<file path="src/rtl/vehicle_pkg.sv">
// -----------------------------------------------------------------------------
// vehicle_pkg
//
// Shared definitions for the ignition sequencing logic:
//   - state encoding of the start/stop state machine (3-bit, visible on STATE)
//   - widths of the sequencing and chime counters
//   - default timing constants used as module parameter defaults
//   - a small decode helper for the ignition-on state group
// -----------------------------------------------------------------------------
package vehicle_pkg;

    localparam int STATE_W = 3;

    // Codes 6 and 7 are unused; the FSM steers them back to ST_OFF.
    typedef enum logic [STATE_W-1:0] {
        ST_OFF   = 3'd0,
        ST_ACC   = 3'd1,
        ST_CHECK = 3'd2,
        ST_CRANK = 3'd3,
        ST_RUN   = 3'd4,
        ST_FAULT = 3'd5
    } state_e;

    localparam int SEQ_CNT_W     = 16;
    localparam int CHIME_PHASE_W = 8;
    localparam int CHIME_BURST_W = 4;

    localparam int CHECK_CYCLES_DEFAULT = 16;
    localparam int CRANK_MAX_DEFAULT    = 64;
    localparam int CHIME_ON_DEFAULT     = 8;
    localparam int CHIME_OFF_DEFAULT    = 8;
    localparam int CHIME_BURSTS_DEFAULT = 6;

    // Ignition is live whenever the engine is being checked, cranked or run.
    function automatic logic ign_active(input state_e s);
        return (s == ST_CHECK) || (s == ST_CRANK) || (s == ST_RUN);
    endfunction

endpackage

</file>
<file path="src/rtl/chime_gen.sv">
// -----------------------------------------------------------------------------
// chime_gen
//
// Chime pattern generator. A trigger starts CHIME_BURSTS periods of CHIME_ON
// high cycles followed by CHIME_OFF low cycles; the first high cycle is the
// cycle right after the triggering edge. A trigger during an active pattern
// restarts it. 'continuous' forces the output high, 'mask' forces it low
// without stopping the pattern counters, and 'cancel' aborts the pattern.
//
// Ports:
//   clk, rst     clock, asynchronous active-high reset
//   trigger      start / restart the burst pattern on this edge
//   cancel       abort any running pattern on this edge (wins over trigger)
//   continuous   hold the chime on for the coming cycle
//   mask         silence the chime output for the coming cycle
//   chime        registered chime drive
// -----------------------------------------------------------------------------
module chime_gen
    import vehicle_pkg::*;
#(
    parameter int CHIME_ON     = CHIME_ON_DEFAULT,
    parameter int CHIME_OFF    = CHIME_OFF_DEFAULT,
    parameter int CHIME_BURSTS = CHIME_BURSTS_DEFAULT
) (
    input  logic clk,
    input  logic rst,
    input  logic trigger,
    input  logic cancel,
    input  logic continuous,
    input  logic mask,
    output logic chime
);

    localparam logic [CHIME_PHASE_W-1:0] ON_LOAD    = CHIME_PHASE_W'(CHIME_ON - 1);
    localparam logic [CHIME_PHASE_W-1:0] OFF_LOAD   = CHIME_PHASE_W'(CHIME_OFF - 1);
    localparam logic [CHIME_BURST_W-1:0] BURST_LOAD = CHIME_BURST_W'(CHIME_BURSTS - 1);

    logic                     active, active_n;
    logic                     high, high_n;
    logic [CHIME_PHASE_W-1:0] phase, phase_n;
    logic [CHIME_BURST_W-1:0] burst, burst_n;

    // 'phase' counts down the cycles left in the current high/low phase,
    // 'burst' counts down the on/off periods still to come after this one.
    always_comb begin
        // NOTE: every variable gets a default before any branch, otherwise
        // a missed path would infer a latch.
        active_n = active;
        high_n   = high;
        phase_n  = phase;
        burst_n  = burst;

        if (cancel) begin
            active_n = 1'b0;
            high_n   = 1'b0;
            phase_n  = '0;
            burst_n  = '0;
        end else if (trigger) begin
            active_n = 1'b1;
            high_n   = 1'b1;
            phase_n  = ON_LOAD;
            burst_n  = BURST_LOAD;
        end else if (active) begin
            if (phase != '0) begin
                phase_n = phase - 1'b1;
            end else if (high) begin
                high_n  = 1'b0;
                phase_n = OFF_LOAD;
            end else if (burst != '0) begin
                burst_n = burst - 1'b1;
                high_n  = 1'b1;
                phase_n = ON_LOAD;
            end else begin
                active_n = 1'b0;
            end
        end
    end

    // The output register is fed from the next pattern state so that the
    // first high cycle appears immediately after the trigger edge.
    always_ff @(posedge clk or posedge rst) begin
        if (rst) begin
            active <= 1'b0;
            high   <= 1'b0;
            phase  <= '0;
            burst  <= '0;
            chime  <= 1'b0;
        end else begin
            // NOTE: registered state uses non-blocking assignments so every
            // flop samples the pre-edge values regardless of statement order.
            active <= active_n;
            high   <= high_n;
            phase  <= phase_n;
            burst  <= burst_n;
            chime  <= ((active_n & high_n) | continuous) & ~mask;
        end
    end

endmodule

</file>
<file path="src/rtl/ignition_sequencer.sv">
// -----------------------------------------------------------------------------
// ignition_sequencer
//
// Start/stop controller: OFF -> ACC -> CHECK -> CRANK -> RUN, with FAULT for
// crank timeout and stall. Removing the key returns to OFF from anywhere.
// Abort events, FAULT entry and a WARN_PRI2 rise in RUN trigger a chime
// pattern; FAULT and RUN with WARN_PRI1 hold the chime on continuously.
//
// Ports:
//   clk, rst       clock, asynchronous active-high reset
//   KEY            key present / ignition switch on
//   START_BTN      start/stop pushbutton level (synchronised)
//   BRK            brake pedal pressed
//   START_PERMIT   start interlock from vehicle_safety
//   WARN_PRI1      critical warning from vehicle_safety
//   WARN_PRI2      non-critical warning from vehicle_safety
//   ENG_RUN        engine-running feedback
//   SRV            service mode, silences CHIME_OUT only
//   ACC_EN         accessory power (all states but OFF)
//   IGN_ON         ignition on (CHECK, CRANK, RUN)
//   CRANK_EN       starter motor drive (CRANK)
//   CHIME_OUT      chime drive
//   FAULT          start/stall fault (FAULT state)
//   STATE          current state code for debug
// -----------------------------------------------------------------------------
module ignition_sequencer
    import vehicle_pkg::*;
#(
    parameter int CHECK_CYCLES = CHECK_CYCLES_DEFAULT,
    parameter int CRANK_MAX    = CRANK_MAX_DEFAULT,
    parameter int CHIME_ON     = CHIME_ON_DEFAULT,
    parameter int CHIME_OFF    = CHIME_OFF_DEFAULT,
    parameter int CHIME_BURSTS = CHIME_BURSTS_DEFAULT
) (
    input  logic               clk,
    input  logic               rst,
    input  logic               KEY,
    input  logic               START_BTN,
    input  logic               BRK,
    input  logic               START_PERMIT,
    input  logic               WARN_PRI1,
    input  logic               WARN_PRI2,
    input  logic               ENG_RUN,
    input  logic               SRV,
    output logic               ACC_EN,
    output logic               IGN_ON,
    output logic               CRANK_EN,
    output logic               CHIME_OUT,
    output logic               FAULT,
    output logic [STATE_W-1:0] STATE
);

    localparam logic [SEQ_CNT_W-1:0] CHECK_LOAD = SEQ_CNT_W'(CHECK_CYCLES - 1);
    localparam logic [SEQ_CNT_W-1:0] CRANK_LOAD = SEQ_CNT_W'(CRANK_MAX - 1);

    state_e               state, state_n;
    logic [SEQ_CNT_W-1:0] cnt, cnt_n;
    logic                 btn_q, warn2_q;
    logic                 btn_rise, warn2_rise;
    logic                 chime_trig, chime_cont;

    assign btn_rise   = START_BTN & ~btn_q;
    assign warn2_rise = WARN_PRI2 & ~warn2_q;

    always_ff @(posedge clk or posedge rst) begin
        if (rst) begin
            state   <= ST_OFF;
            cnt     <= '0;
            btn_q   <= 1'b0;
            warn2_q <= 1'b0;
        end else begin
            state   <= state_n;
            cnt     <= cnt_n;
            btn_q   <= START_BTN;
            warn2_q <= WARN_PRI2;
        end
    end

    // 'cnt' holds the cycles remaining in CHECK or CRANK; the state exits
    // on the cycle it reads zero, so a load of N-1 gives exactly N cycles.
    always_comb begin
        state_n    = state;
        cnt_n      = cnt;
        chime_trig = 1'b0;

        if (!KEY) begin
            state_n = ST_OFF;
            cnt_n   = '0;
        end else begin
            case (state)
                ST_OFF: state_n = ST_ACC;

                ST_ACC: begin
                    if (btn_rise) begin
                        if (BRK) begin
                            state_n = ST_CHECK;
                            cnt_n   = CHECK_LOAD;
                        end else begin
                            chime_trig = 1'b1;
                        end
                    end
                end

                ST_CHECK: begin
                    if (!START_PERMIT) begin
                        state_n    = ST_ACC;
                        chime_trig = 1'b1;
                    end else if (cnt == '0) begin
                        state_n = ST_CRANK;
                        cnt_n   = CRANK_LOAD;
                    end else begin
                        cnt_n = cnt - 1'b1;
                    end
                end

                // Engine feedback is checked first so a start on the very
                // last crank cycle still counts as a start.
                ST_CRANK: begin
                    if (ENG_RUN) begin
                        state_n = ST_RUN;
                    end else if (WARN_PRI1) begin
                        state_n    = ST_ACC;
                        chime_trig = 1'b1;
                    end else if (cnt == '0) begin
                        state_n    = ST_FAULT;
                        chime_trig = 1'b1;
                    end else begin
                        cnt_n = cnt - 1'b1;
                    end
                end

                // A deliberate stop beats stall detection: the driver
                // pressing stop as the engine dies is not a fault.
                ST_RUN: begin
                    if (btn_rise) begin
                        state_n = ST_ACC;
                    end else if (!ENG_RUN) begin
                        state_n    = ST_FAULT;
                        chime_trig = 1'b1;
                    end
                    if (warn2_rise) begin
                        chime_trig = 1'b1;
                    end
                end

                ST_FAULT: state_n = ST_FAULT;

                default: state_n = ST_OFF;
            endcase
        end

        // Continuous chime follows the state being entered so it lines up
        // with the registered Moore outputs of that state.
        chime_cont = (state_n == ST_FAULT) || ((state_n == ST_RUN) && WARN_PRI1);
    end

    chime_gen #(
        .CHIME_ON     (CHIME_ON),
        .CHIME_OFF    (CHIME_OFF),
        .CHIME_BURSTS (CHIME_BURSTS)
    ) u_chime (
        .clk        (clk),
        .rst        (rst),
        .trigger    (chime_trig),
        .cancel     (~KEY),
        .continuous (chime_cont),
        .mask       (SRV),
        .chime      (CHIME_OUT)
    );

    // Decoded straight from the state register: no input reaches these
    // outputs combinationally, and an async reset clears them at once.
    assign ACC_EN   = (state != ST_OFF);
    assign IGN_ON   = ign_active(state);
    assign CRANK_EN = (state == ST_CRANK);
    assign FAULT    = (state == ST_FAULT);
    assign STATE    = state;

endmodule
</file>
<file path="config.mk">
export PLATFORM = sky130hd
export DESIGN_NAME = ignition_sequencer
export DESIGN_NICKNAME = d
export VERILOG_FILES = /design/src/rtl/vehicle_pkg.sv /design/src/rtl/chime_gen.sv /design/src/rtl/ignition_sequencer.sv
export SDC_FILE = /design/constraint.sdc
export NUM_CORES = 1
export LEC_CHECK = 0
export BUFFER_PORTS_ARGS = -buffer_cell sky130_fd_sc_hd__buf_2
export CAP_MARGIN = 20
export CORE_ASPECT_RATIO = 0.9
export CORE_MARGIN = 2
export CORE_UTILIZATION = 60
export CTS_CLUSTER_DIAMETER = 80
export DETAILED_ROUTE_END_ITERATION = 10
export PLACE_DENSITY_LB_ADDON = 0.1
export SLEW_MARGIN = 5
export SYNTH_ARGS = -nofsm -noshare
export SYNTH_HDL_FRONTEND = slang
export SYNTH_SLANG_ARGS = --single-unit
</file>
<file path="constraint.sdc">
create_clock -name clk -period 2.7 [get_ports clk]
set_input_delay 0.135 -clock clk [delete_from_list [all_inputs] [get_ports clk]]
set_output_delay 0.135 -clock clk [all_outputs]
set_load 0.1 [all_outputs]
</file>
# Word-level counts from Yosys, hierarchy flattened

Cells that the tools add are included.

Register bits: 36
Bits of input ports: 10
Output and inout port bits: 8
Word-level logic and storage cells: 105

$add $sub $neg: 3
Equal/unequal tests: 19
Mux-type cells: 54
Bitwise gates (word level): 8
Reduce and logical (&&, ||, !) cells: 12

Operators with widths:

| kind                                                                     | number |
|---|---|
| 16-bit 2-to-1 mux                                                        | 8 |
| 8-bit 2-to-1 mux                                                         | 6 |
| 16-bit case mux with 3 select lines                                      | 1 |
| 3-bit 2-to-1 mux                                                         | 10 |
| 4-bit 2-to-1 mux                                                         | 6 |
| 3-bit inequality test (second input constant)                            | 8 |
| 1-bit 2-to-1 mux                                                         | 21 |
| 3-bit case mux with 6 select lines                                       | 1 |
| 16-bit zero test                                                         | 1 |
| 16-bit by 1-bit subtractor with 16-bit output (second input constant)    | 1 |
| 3-bit == test (second input constant)                                    | 4 |
| 8-bit nonzero test                                                       | 1 |
| 8-bit by 1-bit subtractor with 8-bit output (second input constant)      | 1 |
| 7-bit AND reduction                                                      | 1 |
| 3-bit by 2-bit == test with 1-bit output (second input constant)         | 2 |
| 3-bit by 1-bit inequality test with 1-bit output (second input constant) | 2 |
| 5-bit by 1-bit inequality test with 1-bit output (second input constant) | 1 |
| 1-bit bitwise AND                                                        | 4 |
| 4-bit by 1-bit inequality test with 1-bit output (second input constant) | 1 |
| 1-bit case mux with 4 select lines                                       | 1 |
| 4-bit AND reduction                                                      | 1 |
| 4-bit nonzero test                                                       | 1 |
| 4-bit by 1-bit subtractor with 4-bit output (second input constant)      | 1 |
| 3-bit by 1-bit == test with 1-bit output (second input constant)         | 1 |
| 7 further kinds                                                          | 11 |

# Logic depth before layout (Yosys ltp)

Depth after elaboration: 11
Mapped depth: 9
Depth with buffers taken out: 7

# By module

From an unflattened synthesis, not the netlist that was laid out.

Cells, all modules: 268
Area total of the unflattened synthesis: 2397.3 um^2

Modules (own cells, without submodules):

| module             | instances | cells each | area each (um^2) | seq. area each (um^2) |
|---|---|---|---|---|
| ignition_sequencer | 1         | 178        | 1496.4           | 525.5 |
| chime_gen          | 1         | 90         | 900.9            | 375.4 |

# Worst setup path after synthesis

Ideal clock, no wire load.

Kind: register to output
Start point: reg state[2] (netlist: STATE[2])
End point: out IGN_ON
Arrival: 3.526 ns
Slack: -0.961 ns
Stages on the path, launching flop included: 4
Buffers on the path: 1
Cell sequence: dfrtp_1 -> clkbuf_1 -> nand2b_1 -> o21ai_0

Word-level cells in the longest chain between the ends: 3
Elaborated cells between the ends (all ways): 5

Ends and longest elaborated chain:

| item                                     | RTL line                 | text |
|---|---|---|
| start, declared                          | ignition_sequencer.sv:56 | `state_e state, state_n;` |
| start signal, assigned                   | ignition_sequencer.sv:72 | `state <= state_n;` |
| 3-bit by 2-bit == test with 1-bit output | vehicle_pkg.sv:36        | `return (s == ST_CHECK) \|\| (s == ST_CRANK) \|\| (s == ST_RUN);` |
| 1-bit logical OR                         | vehicle_pkg.sv:36        |  |
| 1-bit logical OR *                       | vehicle_pkg.sv:36        |  |
| end, declared                            | ignition_sequencer.sv:46 | `output logic IGN_ON,` |

Mark *: on every way between the ends. The rest lies on a longest branch, timed or not.

# Worst setup path after layout

Start point: reg cnt[0]
End point: reg cnt[10]

Word-level cells in the longest chain between the ends: 6
Elaborated cells between the ends (all ways): 11

Ends and longest elaborated chain:

| item                                          | RTL line                                             | text |
|---|---|---|
| start, declared                               | ignition_sequencer.sv:57                             | `logic [SEQ_CNT_W-1:0] cnt, cnt_n;` |
| start signal, assigned                        | ignition_sequencer.sv:73                             | `cnt <= cnt_n;` |
| 16-bit by 1-bit subtractor with 16-bit output | ignition_sequencer.sv:112, ignition_sequencer.sv:128 |  |
| 16-bit 2-to-1 mux                             | ignition_sequencer.sv:124                            | `end else if (cnt == '0) begin` |
| 16-bit 2-to-1 mux                             | ignition_sequencer.sv:121                            | `end else if (WARN_PRI1) begin` |
| 16-bit 2-to-1 mux                             | ignition_sequencer.sv:119                            | `if (ENG_RUN) begin` |
| 16-bit case mux with 3 select lines           | ignition_sequencer.sv:90                             | `case (state)` |
| 16-bit 2-to-1 mux                             | ignition_sequencer.sv:86                             | `if (!KEY) begin` |

Parallel ways exist; a longest one is shown, timed or not. The select of a mux whose other input is x is not followed.
A chain may end at the register's enable or synchronous reset.

==> flow_metrics.env <==
export IMPL_status="finished with violations"
export IMPL_violations="hold timing"
export IMPL_cts_sinks=36
export IMPL_ctsHtreeMaxLevel=2
export IMPL_p_per_area_mw_per_mm2=1260
export IMPL_synth_edf_count=0
export IMPL_switching_power_w=0.00171
export IMPL_viasPerCell=6.57
export IMPL_syn_num_nets=275
export IMPL_synth_cells=261
export IMPL_critPathKind="reg2reg"
export IMPL_clk_pin_slew_ns=0.07
export IMPL_first_global_vias=2025
export IMPL_ant_nets=0
export IMPL_start_kind="register"
export IMPL_core_area_mm2=0.00370
export IMPL_antenna_found_initial=0
export IMPL_dp_hpwl_um=3970
export IMPL_synthDistinctLibCells=51
export IMPL_wl_per_cell_um=16.9
export IMPL_crit_reg2reg_capture="cnt[10]"
export IMPL_design_portCount=18
export IMPL_hold_viol=18
export IMPL_setup_viol=0
export IMPL_cp_arrival_ns=2.55
export IMPL_clk_latency_ns=0.29
export IMPL_tns_ns=0
export IMPL_layout_drive_gt1_share_pct=17.6
export IMPL_synth_ff_type="dfrtp_1"
export IMPL_start_util_pct=62.2
export IMPL_fmaxAchievable_mhz=426
export IMPL_port_buffers=17
export IMPL_drcViolationCount=0
export IMPL_syn_to_final_growth_pct=12.0
export IMPL_fin_nets=297
export IMPL_yosys_warnings=0
export IMPL_cts_root_buf="clkbuf_8"
export IMPL_ctsResizeCount=0
export IMPL_dp_cells=320
export IMPL_min_period_over_period_pct=87.0
export IMPL_rows=21
export IMPL_relSlewSlack_pct=49.0
export IMPL_die_x_um=69.3
export IMPL_min_period_ns=2.35
export IMPL_gr_total_overflow=0
export IMPL_seqPwrFrac_pct=25.6
export IMPL_clkPwrFrac_pct=12.1
export IMPL_drv_cap=0
export IMPL_dr_pass1_iters=5
export IMPL_cts_hold_buf=2
export IMPL_path_max_fanout=8
export IMPL_reg2reg_slack_ns=0.35
export IMPL_tritoncts="yes"
export IMPL_grt_max_degree=23
export IMPL_wl_um=5570
export IMPL_cts_setup_buffers=0
export IMPL_worst_slack_ns=0.352
export IMPL_grt_pass1_wl_um=9670
export IMPL_die_area_mm2=0.00436
export IMPL_r2r_cells=8
export IMPL_rr_startpoint="cnt[0]"
export IMPL_placedInstanceArea_mm2=0.00247
export IMPL_worstSetupEndpointType="register"
export IMPL_finalMaxSlewViolations=0
export IMPL_cts_buffer_depth=2
export IMPL_fin_skew_ns=0.00652
export IMPL_worstPathRequired_ns=2.90
export IMPL_gp_congestion=0.902
export IMPL_rsz0062_at_grt="no"
export IMPL_grt_use_total_pct=27.5
export IMPL_synth_async_reset_ratio_pct=100
export IMPL_peakVddDrop_uv=740
export IMPL_holdWs_ns=-0.0234
export IMPL_synthesis_area_mm2=0.00231
export IMPL_p_int_w=0.00155
export IMPL_syn_avg_cell_area_um2=8.84
export IMPL_combinationalPowerShare_pct=62.3
export IMPL_hold_path_class="in2async"
export IMPL_drt_iter0_drc=146
export IMPL_cts_buffers=5
export IMPL_antenna_cells=0
export IMPL_seq_area_frac_synth_pct=39.1
export IMPL_pre_cts_slack_ns=0.386
export IMPL_die_y_um=62.8
export IMPL_power_leakage_nw=1.17
export IMPL_ys_seq_elements=36
export IMPL_swShare_pct=52.5
export IMPL_stdcell_area_mm2=0.00258
export IMPL_worst_pin_slew_ns=0.764
export IMPL_via_count=2169
export IMPL_fin_cells=330
metal layers:
layer | vias to the layer above | GRT usage, % | wire length [um]
met2 | 76 | 43.5 | 2590
met3 | 14 | 4.84 | 311
met1 | 1041 | 38.5 | 2560
li1 | 1038 | - | -
met4 | 0 | 8.82 | 108
met5 | - | 0 | 0
synthesized netlist by cell type, types with 3 or more instances:
master,count,area (um^2)
o21ai_0,8,40.0
inv_1,16,60.1
nor2b_1,4,25.0
or3_1,3,18.8
or4_1,7,52.6
nor3b_1,5,37.5
dfrtp_1,36,901
o211ai_1,5,37.5
o311ai_0,7,61.3
nor3_1,6,30.0
nand2_1,12,45.0
nand4_1,3,18.8
o31ai_1,4,30.0
ha_1,4,50.1
a211oi_1,6,45.0
nand2b_1,4,25.0
nand3_1,8,40.0
a21oi_1,18,90.1
o41ai_1,4,35.0
nor4_1,7,43.8
and3_1,3,18.8
nor4b_1,4,35.0
o221a_2,3,33.8
a31oi_1,3,18.8
clkbuf_1,11,41.3
xnor2_1,7,61.3
nor2_1,27,101
power groups by stage:
| stage | logic (W) | clock network (W) | registers (W) |
|---|---|---|---|
| 2_1_floorplan | 0.00147 | 0 | 0.000903 |
| 3_3_place_gp | 0.00197 | 0 | 0.000837 |
| 3_5_place_dp | 0.00199 | 0 | 0.000841 |
| 4_1_cts | 0.00200 | 0.000395 | 0.000832 |
| 5_1_grt | 0.00223 | 0.000421 | 0.000862 |
| 6_report | 0.00203 | 0.000394 | 0.000835 |
area by class of cell:
| class | instances | area (um^2) |
|---|---|---|
| clock buffer | 8 | 90.1 |
| fill | 300 | 1120 |
| inverter | 16 | 60.1 |
| multi-input combinational | 194 | 1280 |
| sequential | 36 | 905 |
| tap | 46 | 57.6 |
| timing repair buffer | 30 | 188 |
kinds of logic after synthesis:
kind of cell	after synthesis	synth area share [%]
and+or+nand+nor	106	26.2
AOI/OAI and AO/OA	74	23.2
DFF	36	39.1
buffers and inverters	31	5.48
xor gates and xnor gates	9	3.42
adders and majority gates	4	2.17
muxes	1	0.434
critical path, stage by stage (launching register included):
cell,delay (ns)
dfrtp_1,0.37
inv_1,0.09
ha_1,0.26
nor3b_1,0.35
a41oi_2,0.24
a21oi_2,0.45
buf_4,0.24
a221oi_1,0.09
o22ai_1,0.17
worst max path at each step:
stage                                  end        startpoint  slack, ns  cells past startpoint
after detailed placement  u_chime.burst[1]  u_chime.phase[3]       0.39                      5
after floorplan              u_chime.chime          STATE[0]       0.06                      6
final                              cnt[10]            cnt[0]       0.35                      8
after CTS                 u_chime.burst[1]  u_chime.phase[3]       0.37                      5
after global placement    u_chime.burst[1]  u_chime.phase[3]       0.42                      5
after global routing                cnt[6]            cnt[0]       0.22                      8
sequential cells by signal (all words and copies together) (netlist names), 3 cells and up:
name / cells
u_chime.burst: 4
STATE: 3
cnt: 16
u_chime.phase: 8
stage by stage:
step | power [W] | utilization [%]
after global routing | 0.00351 | 69.7
after CTS | 0.00323 | 69.7
after global placement | 0.00281 | 66.7
final | 0.00326 | 69.7
after floorplan | 0.00237 | -
after detailed placement | 0.00283 | 66.7
cell usage in the layout (no fill, tap or decap), types with 4 or more instances in the layout:
| cell type | netlist | final |
|---|---|---|
| a211oi_1 | 6 | 6 |
| a21oi_1 | 18 | 18 |
| buf_2 | 2 | 17 |
| buf_4 | 2 | 11 |
| clkbuf_8 | 0 | 6 |
| dfrtp_1 | 36 | 33 |
| ha_1 | 4 | 4 |
| inv_1 | 16 | 16 |
| nand2_1 | 12 | 12 |
| nand2b_1 | 4 | 4 |
| nand3_1 | 8 | 8 |
| nor2_1 | 27 | 27 |
| nor2b_1 | 4 | 4 |
| nor3_1 | 6 | 6 |
| nor3b_1 | 5 | 5 |
| nor4_1 | 7 | 7 |
| nor4b_1 | 4 | 4 |
| o211ai_1 | 5 | 5 |
| o21ai_0 | 8 | 7 |
| o311ai_0 | 7 | 7 |
| o31ai_1 | 4 | 4 |
| o41ai_1 | 4 | 4 |
| or4_1 | 7 | 7 |
| xnor2_1 | 7 | 7 |
Power figures use the tool's default switching activity.
